**src/rtl/alu32_pkg.sv**
```systemverilog
// Shared constants for the alu32 scheduler: opcodes, FSM encoding, datapath width.
package alu32_pkg;

    localparam int ALU_W = 32;

    localparam logic [2:0] OP_XOR = 3'd0;
    localparam logic [2:0] OP_ADD = 3'd1;
    localparam logic [2:0] OP_AND = 3'd2;
    localparam logic [2:0] OP_OR  = 3'd3;
    localparam logic [2:0] OP_NOT = 3'd4;

    typedef enum logic [1:0] {
        S_IDLE = 2'd0,
        S_EXEC = 2'd1,
        S_RESP = 2'd2
    } state_t;

endpackage

```
**src/rtl/alu32_core.sv**
```systemverilog
// Combinational 32-bit ALU: xor/add/and/or/not select with illegal-opcode flag.
module alu32_core
    import alu32_pkg::*;
(
    input  logic [2:0]       op,
    input  logic [ALU_W-1:0] a,
    input  logic [ALU_W-1:0] b,
    input  logic             ci,
    output logic [ALU_W-1:0] data,
    output logic             co,
    output logic             err
);

    logic [ALU_W:0] sum;

    assign sum = {1'b0, a} + {1'b0, b} + {{ALU_W{1'b0}}, ci};

    always_comb begin
        data = '0;
        co   = 1'b0;
        err  = 1'b0;
        case (op)
            OP_XOR: data = a ^ b;
            OP_ADD: begin
                data = sum[ALU_W-1:0];
                co   = sum[ALU_W];
            end
            OP_AND: data = a & b;
            OP_OR:  data = a | b;
            OP_NOT: data = ~a;
            default: err = 1'b1;
        endcase
    end

endmodule

```
**src/rtl/alu32_sched.sv**
```systemverilog
// Round-robin scheduler sharing one alu32_core among N_REQ requesters.
// Optional per-requester grant counters when ALU32_SCHED_STATS_EN is defined.
module alu32_sched
    import alu32_pkg::*;
#(
    parameter int N_REQ = 2
) (
    input  logic                   clk,
    input  logic                   rst,
    input  logic [N_REQ-1:0]       req_valid,
    output logic [N_REQ-1:0]       req_ready,
    input  logic [3*N_REQ-1:0]     req_op,
    input  logic [ALU_W*N_REQ-1:0] req_a,
    input  logic [ALU_W*N_REQ-1:0] req_b,
    input  logic [N_REQ-1:0]       req_ci,
    output logic [N_REQ-1:0]       rsp_valid,
    input  logic [N_REQ-1:0]       rsp_ready,
    output logic [ALU_W-1:0]       rsp_data,
    output logic                   rsp_co,
    output logic                   rsp_err,
    output logic                   busy
`ifdef ALU32_SCHED_STATS_EN
    ,
    output logic [16*N_REQ-1:0]    stat_grants
`endif
);

    localparam int IDW = $clog2(N_REQ);

    state_t           state;
    logic [IDW-1:0]   ptr;
    logic [IDW-1:0]   grant_id;
    logic             grant_vld;
    logic             hs;
    logic [2:0]       sel_op;
    logic [ALU_W-1:0] sel_a, sel_b;
    logic             sel_ci;
    logic [IDW-1:0]   id_p0;
    logic [2:0]       op_p0;
    logic [ALU_W-1:0] a_p0, b_p0;
    logic             ci_p0;
    logic [ALU_W-1:0] alu_data, data_p1;
    logic             alu_co, alu_err, co_p1, err_p1;

    // Search starts at ptr and wraps, so the first hit is the round-robin winner.
    always_comb begin
        int idx;
        grant_id  = '0;
        grant_vld = 1'b0;
        idx       = 0;
        for (int k = 0; k < N_REQ; k++) begin
            idx = int'(ptr) + k;
            if (idx >= N_REQ)
                idx = idx - N_REQ;
            if (!grant_vld && req_valid[IDW'(idx)]) begin
                grant_vld = 1'b1;
                grant_id  = IDW'(idx);
            end
        end
    end

    always_comb begin
        sel_op = '0;
        sel_a  = '0;
        sel_b  = '0;
        sel_ci = 1'b0;
        for (int i = 0; i < N_REQ; i++) begin
            if (grant_id == IDW'(i)) begin
                sel_op = req_op[3*i +: 3];
                sel_a  = req_a[ALU_W*i +: ALU_W];
                sel_b  = req_b[ALU_W*i +: ALU_W];
                sel_ci = req_ci[i];
            end
        end
    end

    assign hs        = (state == S_IDLE) && grant_vld && !rst;
    assign req_ready = hs ? (N_REQ'(1) << grant_id) : '0;
    assign rsp_valid = (state == S_RESP) ? (N_REQ'(1) << id_p0) : '0;
    assign busy      = (state != S_IDLE);
    assign rsp_data  = data_p1;
    assign rsp_co    = co_p1;
    assign rsp_err   = err_p1;

    // p0: operands captured at the request handshake
    always_ff @(posedge clk) begin
        if (hs) begin
            op_p0 <= sel_op;
            a_p0  <= sel_a;
            b_p0  <= sel_b;
            ci_p0 <= sel_ci;
        end
    end

    alu32_core u_core (
        .op   (op_p0),
        .a    (a_p0),
        .b    (b_p0),
        .ci   (ci_p0),
        .data (alu_data),
        .co   (alu_co),
        .err  (alu_err)
    );

    // p1: ALU result registered in EXEC, held through RESP, cleared on the way back to IDLE
    always_ff @(posedge clk or posedge rst) begin
        if (rst) begin
            state   <= S_IDLE;
            ptr     <= '0;
            id_p0   <= '0;
            data_p1 <= '0;
            co_p1   <= 1'b0;
            err_p1  <= 1'b0;
        end else begin
            case (state)
                S_IDLE: begin
                    if (grant_vld) begin
                        id_p0 <= grant_id;
                        state <= S_EXEC;
                    end
                end
                S_EXEC: begin
                    data_p1 <= alu_data;
                    co_p1   <= alu_co;
                    err_p1  <= alu_err;
                    state   <= S_RESP;
                end
                S_RESP: begin
                    if (rsp_ready[id_p0]) begin
                        ptr     <= (id_p0 == IDW'(N_REQ - 1)) ? '0 : id_p0 + 1'b1;
                        data_p1 <= '0;
                        co_p1   <= 1'b0;
                        err_p1  <= 1'b0;
                        state   <= S_IDLE;
                    end
                end
                default: state <= S_IDLE;
            endcase
        end
    end

`ifdef ALU32_SCHED_STATS_EN
    function automatic logic [15:0] sat_inc(input logic [15:0] v);
        return (v == 16'hFFFF) ? v : v + 16'd1;
    endfunction

    logic [15:0] grants [N_REQ];

    always_ff @(posedge clk or posedge rst) begin
        if (rst) begin
            for (int i = 0; i < N_REQ; i++)
                grants[i] <= '0;
        end else if (hs) begin
            grants[grant_id] <= sat_inc(grants[grant_id]);
        end
    end

    for (genvar g = 0; g < N_REQ; g++) begin : g_stat
        assign stat_grants[16*g +: 16] = grants[g];
    end
`endif

endmodule

```
**config.mk**
```make
export PLATFORM = sky130hd
export DESIGN_NAME = alu32_sched
export DESIGN_NICKNAME = d
export VERILOG_FILES = /design/src/rtl/alu32_pkg.sv /design/src/rtl/alu32_core.sv /design/src/rtl/alu32_sched.sv
export SDC_FILE = /design/constraint.sdc
export NUM_CORES = 1
export LEC_CHECK = 0
export BUFFER_PORTS_ARGS = -buffer_cell sky130_fd_sc_hd__buf_4
export CORE_UTILIZATION = 40
export DETAILED_ROUTE_END_ITERATION = 10
export PLACE_DENSITY_LB_ADDON = 0.05
export SLEW_MARGIN = 15
export SYNTH_ARGS = -nofsm -noshare
export SYNTH_HDL_FRONTEND = slang
export SYNTH_SLANG_ARGS = --single-unit
```
**constraint.sdc**
```tcl
create_clock -name clk -period 8.5 [get_ports clk]
set_input_delay 0.85 -clock clk [delete_from_list [all_inputs] [get_ports clk]]
set_output_delay 0.85 -clock clk [all_outputs]
set_load 0.01 [all_outputs]
```
### After elaboration in Yosys (flattened, before gate mapping)

Cells that the tools add are included.

* flip-flop bits (word level): 106
* bits of input ports: 142
* output and inout bits: 39
* word-level logic and storage cells: 79

* $add $sub $neg: 6
* magnitude comparators: 5
* equal/unequal tests: 8
* shifts and indexed selects: 2
* multiplexer cells: 30
* bitwise operators: 4
* reductions and logical operators: 14

Operators with widths (number)
* case mux 32 bit (5 select lines): 1
* 2-to-1 mux 32 bit: 3
* case mux 32 bit (2 select lines): 1
* adder 32 x 32 -> 33 bit: 1
* adder 33 x 1 -> 33 bit: 1
* bitwise AND 32 bit: 1
* inverter 32 bit: 1
* OR 32 bit: 1
* bitwise XOR 32 bit: 1
* 2-to-1 mux 1 bit: 17
* 2-to-1 mux 2 bit: 4
* AND reduction 2 bit: 4
* == test 3 x 2 -> 1 bit (second input constant): 2
* less-than comparator 1 x 3 -> 1 bit (second input constant): 2
* case mux 2 bit (3 select lines): 1
* OR reduction 5 bit: 1
* case mux 1 bit (2 select lines): 2
* nonzero test 2 bit: 2
* left shift 1 x 1 -> 2 bit (first input constant): 2
* == test 3 x 1 -> 1 bit (second input constant): 1
* == test 3 bit (second input constant): 1
* logical AND 1 bit: 3
* zero test 3 bit: 1
* 2-to-1 mux 3 bit: 1
* 12 further kinds: 14

### Longest topological paths before layout

* depth in word-level cells: 12
* gate-level depth with buffers: 10
* mapped depth without buffers: 9

### By module

From an unflattened synthesis, not the netlist that was laid out.

* cells, all modules: 887
* area total of the unflattened synthesis: 8125.3 um^2

By module, submodules not included
* alu32_sched: instances 1, cells an instance 318, area an instance 4469.3 um^2, seq. area each 2992.9 um^2
* alu32_core: instances 1, cells an instance 569, area an instance 3656.0 um^2, seq. area each 0.0 um^2

### Worst setup path after synthesis

No wires, ideal clock.

* kind: input to register
* start point: in req_valid[0]
* end point: reg a_p0[0], enable pin
* library setup time: 0.494 ns
* arrival: 3.780 ns
* required time: 8.006 ns
* setup slack: 4.226 ns
* cell stages on the path: 2
* buffers on the path: 0
* cell sequence: nand2_1 -> nor2_1

* word-level cells in the longest chain between the ends: 8
* elaborated cells between the ends (all ways): 10
* classes of those cells: mux (6); reduce/logical (4)

RTL lines
* start: declaration: RTL line alu32_sched.sv:10 `input logic [N_REQ-1:0] req_valid,`
* 2-to-1 mux 1 bit (implied by the code) (2 in series): RTL line alu32_sched.sv:55 `if (!grant_vld && req_valid[IDW'(idx)]) begin`
* 2-to-1 mux 1 bit: RTL line alu32_sched.sv:55
* zero test 1 bit: RTL line alu32_sched.sv:55
* logical AND 1 bit: RTL line alu32_sched.sv:55
* 2-to-1 mux 1 bit (*): RTL line alu32_sched.sv:55
* logical AND 1 bit (*) (2 in series): RTL line alu32_sched.sv:77 `assign hs = (state == S_IDLE) && grant_vld && !rst;`
* via hs: RTL line alu32_sched.sv:34 `logic hs;`
* end signal: assignment: RTL line alu32_sched.sv:89 `a_p0 <= sel_a;`
* end: declaration: RTL line alu32_sched.sv:40 `logic [ALU_W-1:0] a_p0, b_p0;`

The timed path passes the listed nets; every way through them passes the cells marked *. The select of a mux whose other input is x is not followed.
A chain may end at the register's enable or synchronous reset.

### Worst setup path after layout

* start point: reg a_p0[0]
* end point: reg data_p1[24] (netlist: rsp_data[24])

* word-level cells in the longest chain between the ends: 4

RTL lines
* adder 32 x 32 -> 33 bit: RTL line alu32_core.sv:16 `assign sum = {1'b0, a} + {1'b0, b} + {{ALU_W{1'b0}}, ci};`
* adder 33 x 1 -> 33 bit: RTL line alu32_core.sv:16
* case mux 32 bit (5 select lines): RTL line alu32_core.sv:22 `case (op)`
* case mux 32 bit (2 select lines): RTL line alu32_sched.sv:115 `case (state)`
* end signal: assignment: RTL line alu32_sched.sv:123 `data_p1 <= alu_data;`
* end: declaration: RTL line alu32_sched.sv:42 `logic [ALU_W-1:0] alu_data, data_p1;`

Every way passes these cells.

==> impl_metrics.env <==
export IMPL_grt_pass1_vias=6196
export IMPL_cts_resized=0
export IMPL_required_ps=8720
export IMPL_grtUsageTotal_pct=21.0
export IMPL_netlist_area_leader_share_pct=26.1
export IMPL_crit_path_end_kind="register"
export IMPL_wl_per_cell_um=16.6
export IMPL_ys_dominant_reg_cell="edfxtp_1"
export IMPL_drt_pass1_iter_count=5
export IMPL_synth_edf_count=68
export IMPL_final_area_sq_um=9650
export IMPL_ys_seq_area_share_pct=38.3
export IMPL_p_leak_uw=0.00424
export IMPL_gp_congestion=0.855
export IMPL_dieArea_sq_um=20100
export IMPL_hold_viol=0
export IMPL_crit_slowest_cell="fa_1"
export IMPL_overflow=0
export IMPL_cts_hold_buf=0
export IMPL_rr_startpoint="a_p0[0]$_DFFE_PP_"
export IMPL_drive_above_1_share_pct=30.1
export IMPL_final_nets=1176
export IMPL_synthArstFlopShare_pct=35.8
export IMPL_syn2layout_area_growth_pct=23.4
export IMPL_place_area_sq_um=9370
export IMPL_tns_ps=0
export IMPL_whs_endpoint="rsp_data[1]$_DFFE_PP0P_"
export IMPL_synth_seq_cells=106
export IMPL_outcome="complete, no violations"
export IMPL_io_buffers=179
export IMPL_crit_top_cell="fa_1"
export IMPL_synth_area_per_cell_sq_um=9.53
export IMPL_antennaDiodeCount=0
export IMPL_vias=6607
export IMPL_die_w_um=142
export IMPL_holdCritStartpoint="rsp_data[1]$_DFFE_PP0P_"
export IMPL_tightest_slew_ps=1100
export IMPL_core_sq_um=19000
export IMPL_hp_class="register to register"
export IMPL_drt_iter0_drc=375
export IMPL_cts_made_buffers=9
export IMPL_cap_violations=0
export IMPL_syn_area_sq_um=7820
export IMPL_clk_latency_ps=370
export IMPL_dpl_hpwl_um=14300
export IMPL_skew_ps=8.33
export IMPL_setup_viol=0
export IMPL_slew_headroom_pct=26.4
export IMPL_synthesis_nets=1029
export IMPL_vias_per_cell=5.36
export IMPL_ff2ff_path_depth=9
export IMPL_synth_area_top_cells="edfxtp_1 (26%), dfrtp_1 (12%), ha_1 (10%)"
export IMPL_yosysWarnings=0
export IMPL_rows=50
export IMPL_cts_buffer_depth=2
export IMPL_grt_max_degree=71
export IMPL_cts_tree="done"
export IMPL_startpoint_type="register"
export IMPL_grt_antenna_before_repair=0
export IMPL_worst_r2r_endpoint="rsp_data[24]$_DFFE_PP0P_"
export IMPL_yosysMostFrequentCell="a21oi_1"
export IMPL_cp_max_fo=5
export IMPL_whs_path_depth=2
export IMPL_postRouteAntennaNets=0
export IMPL_period_share_pct=36.7
export IMPL_die_h_um=142
export IMPL_ios=181
export IMPL_pwr_density_cell_nw_per_um2=219
export IMPL_synth_cell_types=70
export IMPL_routed_wl_um=20500
export IMPL_synth_top_area_cell="edfxtp_1"
export IMPL_reg2reg_slack_ps=5380
export IMPL_cts_sinks=106
export IMPL_finalCriticalPeriod_ps=3120
export IMPL_slew_violations=0
export IMPL_rsz0062_at_grt="no"
export IMPL_root_buffer="clkbuf_16"
export IMPL_arrival_ps=3340
export IMPL_critPathMaxStageDelay_ps=510
export IMPL_post_cts_buffers=0
export IMPL_fmax_ghz=0.321
export IMPL_clk_pin_slew_ps=80
export IMPL_h_tree_depth=3
export IMPL_syn_instance_count=821
export IMPL_drc=0
export IMPL_grt_pass1_wl_um=33000
export IMPL_crit_type="register to register"
export IMPL_finalPower_uw=2110
export IMPL_crit_chain="fa_1 > fa_1 > a21oi_1 > and4b_1 > or2_1 > a21boi_2 > o221a_2 > xor2_1 > o21ai_1"
export IMPL_start_util_pct=41.3
export IMPL_synth_common_cells="a21oi_1 (93), inv_1 (76), mux2_2 (69), edfxtp_1 (68), ha_1 (64)"
export IMPL_vdd_ir_drop_max_mv=0.0876
==> critical path, delay by kind of cell, from the launching register on <==
family	cells	cell delay (ps)
adder cells (fa/ha/maj)	2	940
AO/OA/AOI/OAI	4	930
AND/OR/NAND/NOR	2	520
flip-flops	1	440
XOR/XNOR	1	150
==> layout by cell type (no fill, tap or decap), drive strengths merged, types with 6 or more instances in the layout <==
| master | instances |
|---|---|
| xnor2 | 16 |
| o22ai | 18 |
| dfrtp | 38 |
| a31oi | 6 |
| mux2 | 69 |
| a221oi | 9 |
| xor2 | 10 |
| a21oi | 94 |
| nor2b | 10 |
| a211oi | 9 |
| inv | 81 |
| nand4 | 9 |
| ha | 64 |
| nand2 | 58 |
| o211ai | 8 |
| nor3 | 12 |
| o21ai | 54 |
| clkbuf | 9 |
| nor2 | 50 |
| a21o | 8 |
| nand3 | 9 |
| edfxtp | 68 |
| buf | 187 |
==> layout make-up <==
| class | instances | area [sq um] |
|---|---|---|
| Clock buffer | 9 | 225 |
| Clock inverter | 7 | 58.8 |
| Fill cell | 1876 | 9300 |
| Inverter | 77 | 289 |
| Multi-Input combinational cell | 587 | 4360 |
| Sequential cell | 106 | 2990 |
| Tap cell | 260 | 325 |
| Timing Repair Buffer | 187 | 1400 |
==> registers in the layout (all words and copies together), names as in the netlist <==
signal / cells
rsp_err: 1
b_p0: 32
rsp_data: 32
state: 2
ci_p0: 1
rsp_co: 1
a_p0: 32
op_p0: 3
id_p0: 1
ptr: 1
==> through the flow <==
step                      hold WS [ps]  instances  worst slack [ps]  util, %
after floorplan                    489        821              4230        -
after CTS                          488       1233              5370     50.9
after global placement             467       1217              5400     49.4
after detailed placement           471       1217              5390     49.4
after global routing               522       1233              5210     50.9
final                              484       1233              5380     50.9
==> how the worst max path moves through the flow <==
stage	startpoint	to	slack, ps	cells past startpoint
2_1_floorplan	req_valid[0]	a_p0[0]$_DFFE_PP_	4230	2
3_3_place_gp	a_p0[0]$_DFFE_PP_	rsp_data[24]$_DFFE_PP0P_	5400	9
3_5_place_dp	a_p0[0]$_DFFE_PP_	rsp_data[24]$_DFFE_PP0P_	5390	9
4_1_cts	a_p0[0]$_DFFE_PP_	rsp_data[24]$_DFFE_PP0P_	5370	9
5_1_grt	a_p0[0]$_DFFE_PP_	rsp_data[24]$_DFFE_PP0P_	5210	9
6_report	a_p0[0]$_DFFE_PP_	rsp_data[24]$_DFFE_PP0P_	5380	9
==> power by group <==
group / switching (uW) / leakage [uW] / internal [uW] / total [uW]
logic: 497 / 0.00297 / 416 / 913
registers: 87.3 / 0.00113 / 691 / 778
clock network: 217 / 0.000140 / 205 / 422
==> metal layers <==
metal	GRT usage, %	share of wire, %	wire (um)	up-vias
li1	-	-	-	3266
met1	28.6	48	9870	3161
met2	34.5	46	9530	165
met3	3.64	4.4	904	15
met4	5.21	1.1	228	0
met5	0	0	0	-
==> logic make-up after synthesis <==
| family | Yosys count | synth area share (%) |
|---|---|---|
| mux | 74 | 10.6 |
| compound gates | 248 | 20.9 |
| simple gates | 173 | 10.3 |
| fa+ha+maj | 66 | 10.7 |
| flops | 106 | 38.3 |
| buf+inv | 128 | 6.33 |
| xor+xnor | 26 | 2.91 |
(Power assumes the default switching activity.)
